[config.mk]
export PLATFORM = sky130hd
export DESIGN_NAME = apb_requester_flat
export DESIGN_NICKNAME = d
export VERILOG_FILES = /design/src/rtl/apb_requester_if.sv /design/src/rtl/apb_requester.sv /design/src/flat_wrapper.sv
export SDC_FILE = /design/constraint.sdc
export NUM_CORES = 1
export LEC_CHECK = 0
export BUFFER_PORTS_ARGS = -buffer_cell sky130_fd_sc_hd__clkbuf_2
export CAP_MARGIN = 20
export CORE_ASPECT_RATIO = 0.7
export CORE_MARGIN = 5
export CORE_UTILIZATION = 56
export CTS_BUF_LIST = sky130_fd_sc_hd__clkbuf_16
export CTS_CLUSTER_DIAMETER = 150
export CTS_CLUSTER_SIZE = 28
export DETAILED_ROUTE_END_ITERATION = 8
export GPL_TIMING_DRIVEN = 0
export PLACE_DENSITY = 0.79
export SYNTH_ARGS = -nofsm -noshare
export SYNTH_HDL_FRONTEND = slang
export SYNTH_SLANG_ARGS = --single-unit
[constraint.sdc]
create_clock -name PCLK -period 2.3 [get_ports PCLK]
set_input_delay 0.46 -clock PCLK [delete_from_list [all_inputs] [get_ports PCLK]]
set_output_delay 0.46 -clock PCLK [all_outputs]
set_load 0.05 [all_outputs]
[src/rtl/apb_requester_if.sv]
// Command, response and APB bus bundle for apb_requester.
// The master modport is the requester side; slave is the sequencer/APB environment side.
interface apb_requester_if #(
  parameter int ADDRESSWIDTH = 3,
  parameter int DATAWIDTH    = 16
);
  logic                    cmd_valid_i;
  logic                    cmd_ready_o;
  logic                    cmd_write_i;
  logic [ADDRESSWIDTH-1:0] cmd_addr_i;
  logic [DATAWIDTH-1:0]    cmd_wdata_i;
  logic [ADDRESSWIDTH-1:0] PADDR_o;
  logic [DATAWIDTH-1:0]    PWDATA_o;
  logic                    PWRITE_o;
  logic                    PSELx_o;
  logic                    PENABLE_o;
  logic [DATAWIDTH-1:0]    PRDATA_i;
  logic                    PREADY_i;
  logic                    rsp_valid_o;
  logic [DATAWIDTH-1:0]    rsp_rdata_o;
  logic                    rsp_error_o;

  modport master (
    input  cmd_valid_i, cmd_write_i, cmd_addr_i, cmd_wdata_i, PRDATA_i, PREADY_i,
    output cmd_ready_o, PADDR_o, PWDATA_o, PWRITE_o, PSELx_o, PENABLE_o,
           rsp_valid_o, rsp_rdata_o, rsp_error_o
  );

  modport slave (
    output cmd_valid_i, cmd_write_i, cmd_addr_i, cmd_wdata_i, PRDATA_i, PREADY_i,
    input  cmd_ready_o, PADDR_o, PWDATA_o, PWRITE_o, PSELx_o, PENABLE_o,
           rsp_valid_o, rsp_rdata_o, rsp_error_o
  );
endinterface

[src/rtl/apb_requester.sv]
// APB initiator: queues register read/write commands and issues them as SETUP/ACCESS
// transfers, returning read data or a timeout error on a one-cycle response strobe.
module apb_requester #(
  parameter int ADDRESSWIDTH = 3,
  parameter int DATAWIDTH    = 16,
  parameter int FIFO_DEPTH   = 4,
  parameter int TIMEOUT      = 16
) (
  input  logic            PCLK,
  input  logic            PRESETn,
  apb_requester_if.master bus
);
  localparam int PTR_W = $clog2(FIFO_DEPTH);
  localparam int CNT_W = PTR_W + 1;
  localparam int TMO_W = $clog2(TIMEOUT);

  typedef struct packed {
    logic                    write;
    logic [ADDRESSWIDTH-1:0] addr;
    logic [DATAWIDTH-1:0]    wdata;
  } cmd_t;

  typedef enum logic [1:0] {IDLE, SETUP, ACCESS} state_t;

  cmd_t                    fifo_mem [FIFO_DEPTH];
  logic [PTR_W-1:0]        wr_ptr;
  logic [PTR_W-1:0]        rd_ptr;
  logic [CNT_W-1:0]        count;
  logic                    rst_done;
  logic                    cmd_ready;
  logic                    empty;
  logic                    full;
  logic                    push;
  logic                    pop;
  cmd_t                    head;
  cmd_t                    in_cmd;

  state_t                  state;
  logic [TMO_W-1:0]        tmo_cnt;
  logic                    psel_q;
  logic                    penable_q;
  logic                    pwrite_q;
  logic [ADDRESSWIDTH-1:0] paddr_q;
  logic [DATAWIDTH-1:0]    pwdata_q;
  logic                    rsp_valid_q;
  logic                    rsp_error_q;
  logic [DATAWIDTH-1:0]    rsp_rdata_q;

  // Ready is held low until the first edge after reset release; a full queue refuses
  // a push even when the head is popped in the same cycle.
  assign empty     = (count == '0);
  assign full      = (count == CNT_W'(FIFO_DEPTH));
  assign cmd_ready = rst_done && !full;
  assign push      = bus.cmd_valid_i && cmd_ready;
  assign pop       = !empty && ((state == IDLE) || (state == ACCESS && bus.PREADY_i));
  assign in_cmd    = {bus.cmd_write_i, bus.cmd_addr_i, bus.cmd_wdata_i};
  assign head      = fifo_mem[rd_ptr];

  always_ff @(posedge PCLK) begin
    if (push) fifo_mem[wr_ptr] <= in_cmd;
  end

  always_ff @(posedge PCLK or negedge PRESETn) begin
    if (!PRESETn) begin
      wr_ptr   <= '0;
      rd_ptr   <= '0;
      count    <= '0;
      rst_done <= 1'b0;
    end else begin
      rst_done <= 1'b1;
      if (push) wr_ptr <= wr_ptr + 1'b1;
      if (pop)  rd_ptr <= rd_ptr + 1'b1;
      case ({push, pop})
        2'b10:   count <= count + 1'b1;
        2'b01:   count <= count - 1'b1;
        default: count <= count;
      endcase
    end
  end

  always_ff @(posedge PCLK or negedge PRESETn) begin
    if (!PRESETn) begin
      state       <= IDLE;
      tmo_cnt     <= '0;
      psel_q      <= 1'b0;
      penable_q   <= 1'b0;
      pwrite_q    <= 1'b0;
      paddr_q     <= '0;
      pwdata_q    <= '0;
      rsp_valid_q <= 1'b0;
      rsp_error_q <= 1'b0;
      rsp_rdata_q <= '0;
    end else begin
      rsp_valid_q <= 1'b0;
      case (state)
        IDLE: begin
          if (!empty) begin
            paddr_q  <= head.addr;
            pwrite_q <= head.write;
            pwdata_q <= head.write ? head.wdata : '0;
            psel_q   <= 1'b1;
            state    <= SETUP;
          end
        end
        SETUP: begin
          penable_q <= 1'b1;
          tmo_cnt   <= '0;
          state     <= ACCESS;
        end
        ACCESS: begin
          if (bus.PREADY_i) begin
            rsp_valid_q <= 1'b1;
            rsp_error_q <= 1'b0;
            rsp_rdata_q <= pwrite_q ? '0 : bus.PRDATA_i;
            penable_q   <= 1'b0;
            // Back-to-back: next command goes straight to SETUP with select held high
            if (!empty) begin
              paddr_q  <= head.addr;
              pwrite_q <= head.write;
              pwdata_q <= head.write ? head.wdata : '0;
              state    <= SETUP;
            end else begin
              psel_q <= 1'b0;
              state  <= IDLE;
            end
          end else if (tmo_cnt == TMO_W'(TIMEOUT - 1)) begin
            rsp_valid_q <= 1'b1;
            rsp_error_q <= 1'b1;
            rsp_rdata_q <= '0;
            psel_q      <= 1'b0;
            penable_q   <= 1'b0;
            state       <= IDLE;
          end else begin
            tmo_cnt <= tmo_cnt + 1'b1;
          end
        end
        default: state <= IDLE;
      endcase
    end
  end

  assign bus.cmd_ready_o = cmd_ready;
  assign bus.PADDR_o     = paddr_q;
  assign bus.PWDATA_o    = pwdata_q;
  assign bus.PWRITE_o    = pwrite_q;
  assign bus.PSELx_o     = psel_q;
  assign bus.PENABLE_o   = penable_q;
  assign bus.rsp_valid_o = rsp_valid_q;
  assign bus.rsp_rdata_o = rsp_rdata_q;
  assign bus.rsp_error_o = rsp_error_q;
endmodule
[src/flat_wrapper.sv]
// flat-port wrapper written by rule: the top's interface ports become plain ports
module apb_requester_flat 
#(
  parameter int ADDRESSWIDTH = 3,
  parameter int DATAWIDTH    = 16,
  parameter int FIFO_DEPTH   = 4,
  parameter int TIMEOUT      = 16
)
  (PCLK, PRESETn, bus_cmd_valid_i, bus_cmd_write_i, bus_cmd_addr_i, bus_cmd_wdata_i, bus_PRDATA_i, bus_PREADY_i, bus_cmd_ready_o, bus_PADDR_o, bus_PWDATA_o, bus_PWRITE_o, bus_PSELx_o, bus_PENABLE_o, bus_rsp_valid_o, bus_rsp_rdata_o, bus_rsp_error_o);
  apb_requester_if #(.ADDRESSWIDTH(ADDRESSWIDTH), .DATAWIDTH(DATAWIDTH)) bus_i ();
  input  logic PCLK;
  input  logic PRESETn;
  input wire logic [$bits(bus_i.cmd_valid_i)-1:0] bus_cmd_valid_i;
  input wire logic [$bits(bus_i.cmd_write_i)-1:0] bus_cmd_write_i;
  input wire logic [$bits(bus_i.cmd_addr_i)-1:0] bus_cmd_addr_i;
  input wire logic [$bits(bus_i.cmd_wdata_i)-1:0] bus_cmd_wdata_i;
  input wire logic [$bits(bus_i.PRDATA_i)-1:0] bus_PRDATA_i;
  input wire logic [$bits(bus_i.PREADY_i)-1:0] bus_PREADY_i;
  output wire logic [$bits(bus_i.cmd_ready_o)-1:0] bus_cmd_ready_o;
  output wire logic [$bits(bus_i.PADDR_o)-1:0] bus_PADDR_o;
  output wire logic [$bits(bus_i.PWDATA_o)-1:0] bus_PWDATA_o;
  output wire logic [$bits(bus_i.PWRITE_o)-1:0] bus_PWRITE_o;
  output wire logic [$bits(bus_i.PSELx_o)-1:0] bus_PSELx_o;
  output wire logic [$bits(bus_i.PENABLE_o)-1:0] bus_PENABLE_o;
  output wire logic [$bits(bus_i.rsp_valid_o)-1:0] bus_rsp_valid_o;
  output wire logic [$bits(bus_i.rsp_rdata_o)-1:0] bus_rsp_rdata_o;
  output wire logic [$bits(bus_i.rsp_error_o)-1:0] bus_rsp_error_o;
  assign bus_i.cmd_valid_i = bus_cmd_valid_i;
  assign bus_i.cmd_write_i = bus_cmd_write_i;
  assign bus_i.cmd_addr_i = bus_cmd_addr_i;
  assign bus_i.cmd_wdata_i = bus_cmd_wdata_i;
  assign bus_i.PRDATA_i = bus_PRDATA_i;
  assign bus_i.PREADY_i = bus_PREADY_i;
  assign bus_cmd_ready_o = bus_i.cmd_ready_o;
  assign bus_PADDR_o = bus_i.PADDR_o;
  assign bus_PWDATA_o = bus_i.PWDATA_o;
  assign bus_PWRITE_o = bus_i.PWRITE_o;
  assign bus_PSELx_o = bus_i.PSELx_o;
  assign bus_PENABLE_o = bus_i.PENABLE_o;
  assign bus_rsp_valid_o = bus_i.rsp_valid_o;
  assign bus_rsp_rdata_o = bus_i.rsp_rdata_o;
  assign bus_rsp_error_o = bus_i.rsp_error_o;
  apb_requester #(.ADDRESSWIDTH(ADDRESSWIDTH), .DATAWIDTH(DATAWIDTH), .FIFO_DEPTH(FIFO_DEPTH), .TIMEOUT(TIMEOUT)) u_core (.PCLK(PCLK), .PRESETn(PRESETn), .bus(bus_i));
endmodule
After elaboration in Yosys (flattened, before gate mapping). Memories as Yosys holds them, arrays and structs flattened. Cells that the tools add are included.

Memories kept: 1. Output and inout bits: 41. Flip-flop bits (word level): 54. Latch bits: 0. Input port bits: 40. Memory bits (writable): 80. Word-level logic and storage cells: 87. Bits in read-only memories: 0.

Memory list: u_core.fifo_mem (words 4, bits a word 20, read ports 1, clocked after Yosys merged registers in 0, wr ports 1, line apb_requester.sv:25) `cmd_t fifo_mem [FIFO_DEPTH];`.

Shift operators: 0. Equality and inequality tests: 12. Multiply operators: 0. Reduce and logical (&&, ||, !) cells: 19. $add $sub $neg: 5. Bitwise gates (word level): 0. Multiplexer cells: 36. Divide/modulo/power cells: 0. Magnitude comparators: 0.

Operators by type and width (count): $mux 16 (6); $pmux 16 s2 (1); $mux 1 (15); $pmux 3 s2 (2); $mux 4 (2); $ne 2x2->1 const B (4); $pmux 4 s2 (1); $reduce_and 2->1 (4); $reduce_bool 2->1 (4); $mux 2 (3); $mux 3 (2); $pmux 1 s2 (3); $pmux 2 s3 (1); $add 2x1->2 const B (2); $add 4x1->4 const B (1); $eq 2x1->1 const B (2); $eq 2x2->1 const B (2); $eq 4x4->1 const B (1); $logic_and 1x1->1 (4); $reduce_and 4->1 (1); $add 3x1->3 const B (1); $eq 3x3->1 const B (1); $logic_not 3->1 (1); $ne 3x2->1 const B (1); other kinds (6) (7).

Depth between registers and ports, before layout.
Word-level depth: 6. Mapped depth: 11. Gate-level depth less buffers: 10.

Worst setup path after synthesis. No wires, ideal clock.

Path kind: register to register. Start point: register u_core.state[0]. End point: register u_core.count[2]. Arrival time: 2.071 ns. Stages on the path, launching flop included: 12. Path buffers: 1. Path slack: 0.149 ns. Required time: 2.220 ns. Setup time: 0.080 ns. Period minus slack after synthesis: 2.151 ns. Cells stage by stage: dfrtp_1 inv_1 ha_1 buf_2 a21oi_1 nor2_1 ha_1 inv_1 fa_1 xor2_1 nor2_1 xnor2_1.

Word-level cells in the longest chain between the ends: 6. Elaborated cells on any way between the ends: 9. Those cells by class: eq/ne: 3; mux: 1; reduce/logical: 5.

Ends and longest elaborated chain: start, declared (line apb_requester.sv:38) `state_t state;`; start signal, assigned (line apb_requester.sv:83) `state <= IDLE;`; start signal, assigned (line apb_requester.sv:102) `state <= SETUP;`; start signal, assigned (line apb_requester.sv:108) `state <= ACCESS;`; $eq 2x2->1 (line apb_requester.sv:55) `assign pop = !empty && ((state == IDLE) || (state == ACCESS && bus.PREADY_i));`; $logic_and 1x1->1 (line apb_requester.sv:55); $logic_or 1x1->1 (*) (line apb_requester.sv:55); $logic_and 1x1->1 (*) (line apb_requester.sv:55); named net u_core.pop (line apb_requester.sv:34) `logic pop;`; $eq 2x1->1 / $eq 2x2->1 (equally long branches) (line apb_requester.sv:73) `case ({push, pop})`; $pmux 3 s2 / $reduce_bool 2->1 (equally long branches); end signal, assigned (line apb_requester.sv:74) `2'b10: count <= count + 1'b1;`; end signal, assigned (line apb_requester.sv:75) `2'b01: count <= count - 1'b1;`; end signal, assigned (line apb_requester.sv:76) `default: count <= count;`; end, declared (line apb_requester.sv:28) `logic [CNT_W-1:0] count;`.

The timed path passes the listed nets; every way through them passes the cells marked *. A chain may end at the register's enable or synchronous reset.

Worst setup path after layout. Ends and elaborated chain as after synthesis.

==> impl_metrics.toml <==
[worst_setup_path]
cp-start-kind = "flip-flop"
path_cells = "inv_2 -> ha_4 -> buf_6 -> a21oi_2 -> nor2_2 -> ha_2 -> inv_1 -> fa_1 -> xor2_1 -> nor2_1 -> xnor2_1"
crit_end = "u_core.count[2]"
crit_fanout = 10
cp.arrival_ns = 2.51
worstSetupPathType = "reg2reg"
path_buf_inv = 3
rr_worst_depth = 11
ff2ff_setup_slack_ns = 0.12
r2r-start = "u_core.state[0]"
path_delay_family = "adder cells"
crit_start = "u_core.state[0]"
worst-path-stages = 11
slowest_stage = "dfrtp_1"
critPathMaxStageDelay_ns = 0.42
r2r_end = "u_core.count[2]"
required_ns = 2.63
cp-end-kind = "flip-flop"

[place]
dpl.cell_count = 511
dp.final_hpwl_um = 6686
pre_cts_slack_ns = -0.1389
portBuffers = 80
gp_congestion = 0.7963
placed_area_um2 = 5929

[clocking]
clk_pin_slew_ns = 0.06
cts_tree = "yes"
cts_made_buffers = 17
htreeDepth = 4
clock-sinks = 134
cts_hold_buf = 0
insertion_delay_ns = 0.42
root_buffer = "clkbuf_16"
cts_max_path_buffers = 2

[synth]
syn_area_per_cell_um2 = 17.50
syn_inst = 307
yosys-top-cells-area = "edfxtp_1 (45%), dfrtp_1 (25%), mux4_2 (5.5%)"
synth_common_cells = "edfxtp_1 (80), dfrtp_1 (54), inv_1 (28)"
yosysSeqAreaShare_pct = 69.88
synth_edf_count = 80
ys_ff_latch = 134
synth_cell_types = 43
synth_fp_nets = 358
synth_area_um2 = 5371
ys_async_sr_fraction_pct = 40.30
yosysMostFrequentCell = "edfxtp_1"
synth_top_area_share_pct = 44.72
synth_ff_type = "edfxtp_1"
ys_warn_count = 0
yosys.area.top_type = "edfxtp_1"

[run]
max-cap-violations = 0

[power_and_ir_drop]
power_mw = 9.710
vdd_drop_max_v = 0.0009698
power_density_nw_per_um2 = 1480
power_leakage_nw = 2.801

[floorplan]
placementRows = 29
core_um2 = 9216
dieWidth_um = 127.1
io_pins = 81
fp.dieH_um = 91.94
die_area_um2 = 11680
start_util_pct = 58.28

[cells_and_area]
final_area_um2 = 6563
final_cells = 547
fin_util_pct = 71.21
fillers = 614
drive_gt1_share_pct = 33.81
final_nets = 461
syn2layout_area_growth_pct = 22.18
diodes = 0

[drt]
drc = 0
drt_iter0_drc = 222
viasPerCell = 5.384
drt_first_pass_iters = 4
wl_per_cell_um = 19.78
routed_wl_um = 10820
ant_nets = 0
num_vias = 2945

[timing]
worst_clock_skew_ns = 0.01123
fin_crit_sh_pct = 94.61
fmax_mhz = 459.5
hold_viol = 0
setup_tns_ns = 0
finalSetupViolCount = 0
holdWs_ns = 0.1421
setup_slack_ns = 0.1239
fin_crit_ns = 2.176
slew_headroom_pct = 25.30
tightest_slew_ns = 1.120
slew_viol_final = 0

[global_route]
grt_pass1_vias = 3222
grtUsageTotal_pct = 19.47
overflow = 0
grt_max_degree = 55
grt_pass1_wl_um = 17030
antenna_found_initial = 0

[worst_hold_path]
hold_path_class = "in2async"

[run_status]
status = "finished, final reports clean"
worst register-to-register path, stage by stage, from the launching register on:
cell and delay (ns):
dfrtp_1 0.42, inv_2 0.11, ha_4 0.16, buf_6 0.14
a21oi_2 0.10, nor2_2 0.14, ha_2 0.21, inv_1 0.05
fa_1 0.37, xor2_1 0.15, nor2_1 0.12, xnor2_1 0.13
how the worst min path moves through the flow:
stage | start | end | slack, ns | cells past startpoint
2_1_floorplan | PRESETn | u_core.bus.PADDR_o[0] | 0.16 | 0
3_3_place_gp | u_core.bus.rsp_rdata_o[14] | u_core.bus.rsp_rdata_o[14] | 0.49 | 1
3_5_place_dp | u_core.bus.rsp_rdata_o[1] | u_core.bus.rsp_rdata_o[1] | 0.49 | 1
4_1_cts | PRESETn | u_core.bus.PWDATA_o[1] | 0.18 | 1
5_1_grt | PRESETn | u_core.bus.PWDATA_o[1] | 0.20 | 1
6_report | PRESETn | u_core.bus.PWDATA_o[15] | 0.14 | 1
layer usage:
layer / vias to the layer above / global-route usage (%) / part of all wire, % / wire [um]
li1: 1357 / - / - / -
met1: 1514 / 24.70 / 42 / 4511
met2: 62 / 32.00 / 53 / 5721
met3: 12 / 5.459 / 4.2 / 449
met4: 0 / 8.036 / 1.2 / 135
met5: - / 0 / 0 / 0
registers in the layout (all words and copies together) (netlist names):
signal,cells
u_core.bus.PADDR_o,3
u_core.bus.PENABLE_o,1
u_core.bus.PSELx_o,1
u_core.bus.PWDATA_o,16
u_core.bus.PWRITE_o,1
u_core.bus.rsp_error_o,1
u_core.bus.rsp_rdata_o,16
u_core.bus.rsp_valid_o,1
u_core.count,3
u_core.fifo_mem,80
u_core.rd_ptr,2
u_core.rst_done,1
u_core.state,2
u_core.tmo_cnt,4
u_core.wr_ptr,2
layout make-up:
| cell class | count | area (um2) | share of cell area (%) |
|---|---|---|---|
| tap | 124 | 155.1 | 2.364 |
| clock inverter | 15 | 110.1 | 1.678 |
| sequential | 134 | 3754 | 57.20 |
| clock buffer | 17 | 425.4 | 6.482 |
| inverter | 28 | 105.1 | 1.602 |
| multi-input combinational | 133 | 1429 | 21.77 |
| timing repair buffer | 84 | 473.0 | 7.207 |
| buffer | 12 | 111.4 | 1.697 |
power by group:
group | total, mW | internal (mW) | switching [mW] | leakage [nW]
Clock | 2.45 | 1.54 | 0.911 | 0.287
Sequential | 3.42 | 3.12 | 0.297 | 1.41
Combinational | 3.84 | 1.45 | 2.39 | 1.10
cell usage in the layout (no fill, tap or decap), types with 3 or more instances in the layout:
cell type,n
buf_2,4
mux4_1,7
clkbuf_2,79
buf_6,4
mux2_2,5
xnor2_1,3
nand2_1,18
dfrtp_1,54
clkinv_1,5
clkbuf_16,17
ha_1,8
a22o_1,17
inv_1,34
xor2_1,3
buf_4,3
mux2i_1,18
and2_1,4
o2bb2ai_1,3
mux4_2,13
nand2b_1,3
edfxtp_1,80
logic make-up (layout without fill, tap and decap cells):
family,after synthesis,count (layout),share of synthesized area [%]
DFF,134,134,69.88
muxes,45,45,13.84
buffers and inverters,40,156,3.913
AOI/OAI and AO/OA,35,35,5.404
and+or+nand+nor,35,35,3.214
adders and majority gates,11,11,2.702
xor gates and xnor gates,6,6,0.9785
other,1,1,0.06981
what timing repair did:
item                       CTS  global route
pin swaps                    1             1
setup buffers                1             1
setup endpoints to repair    2             1
gates cloned                 0             0
resized for setup            5             3
Power figures use the tool's default switching activity.
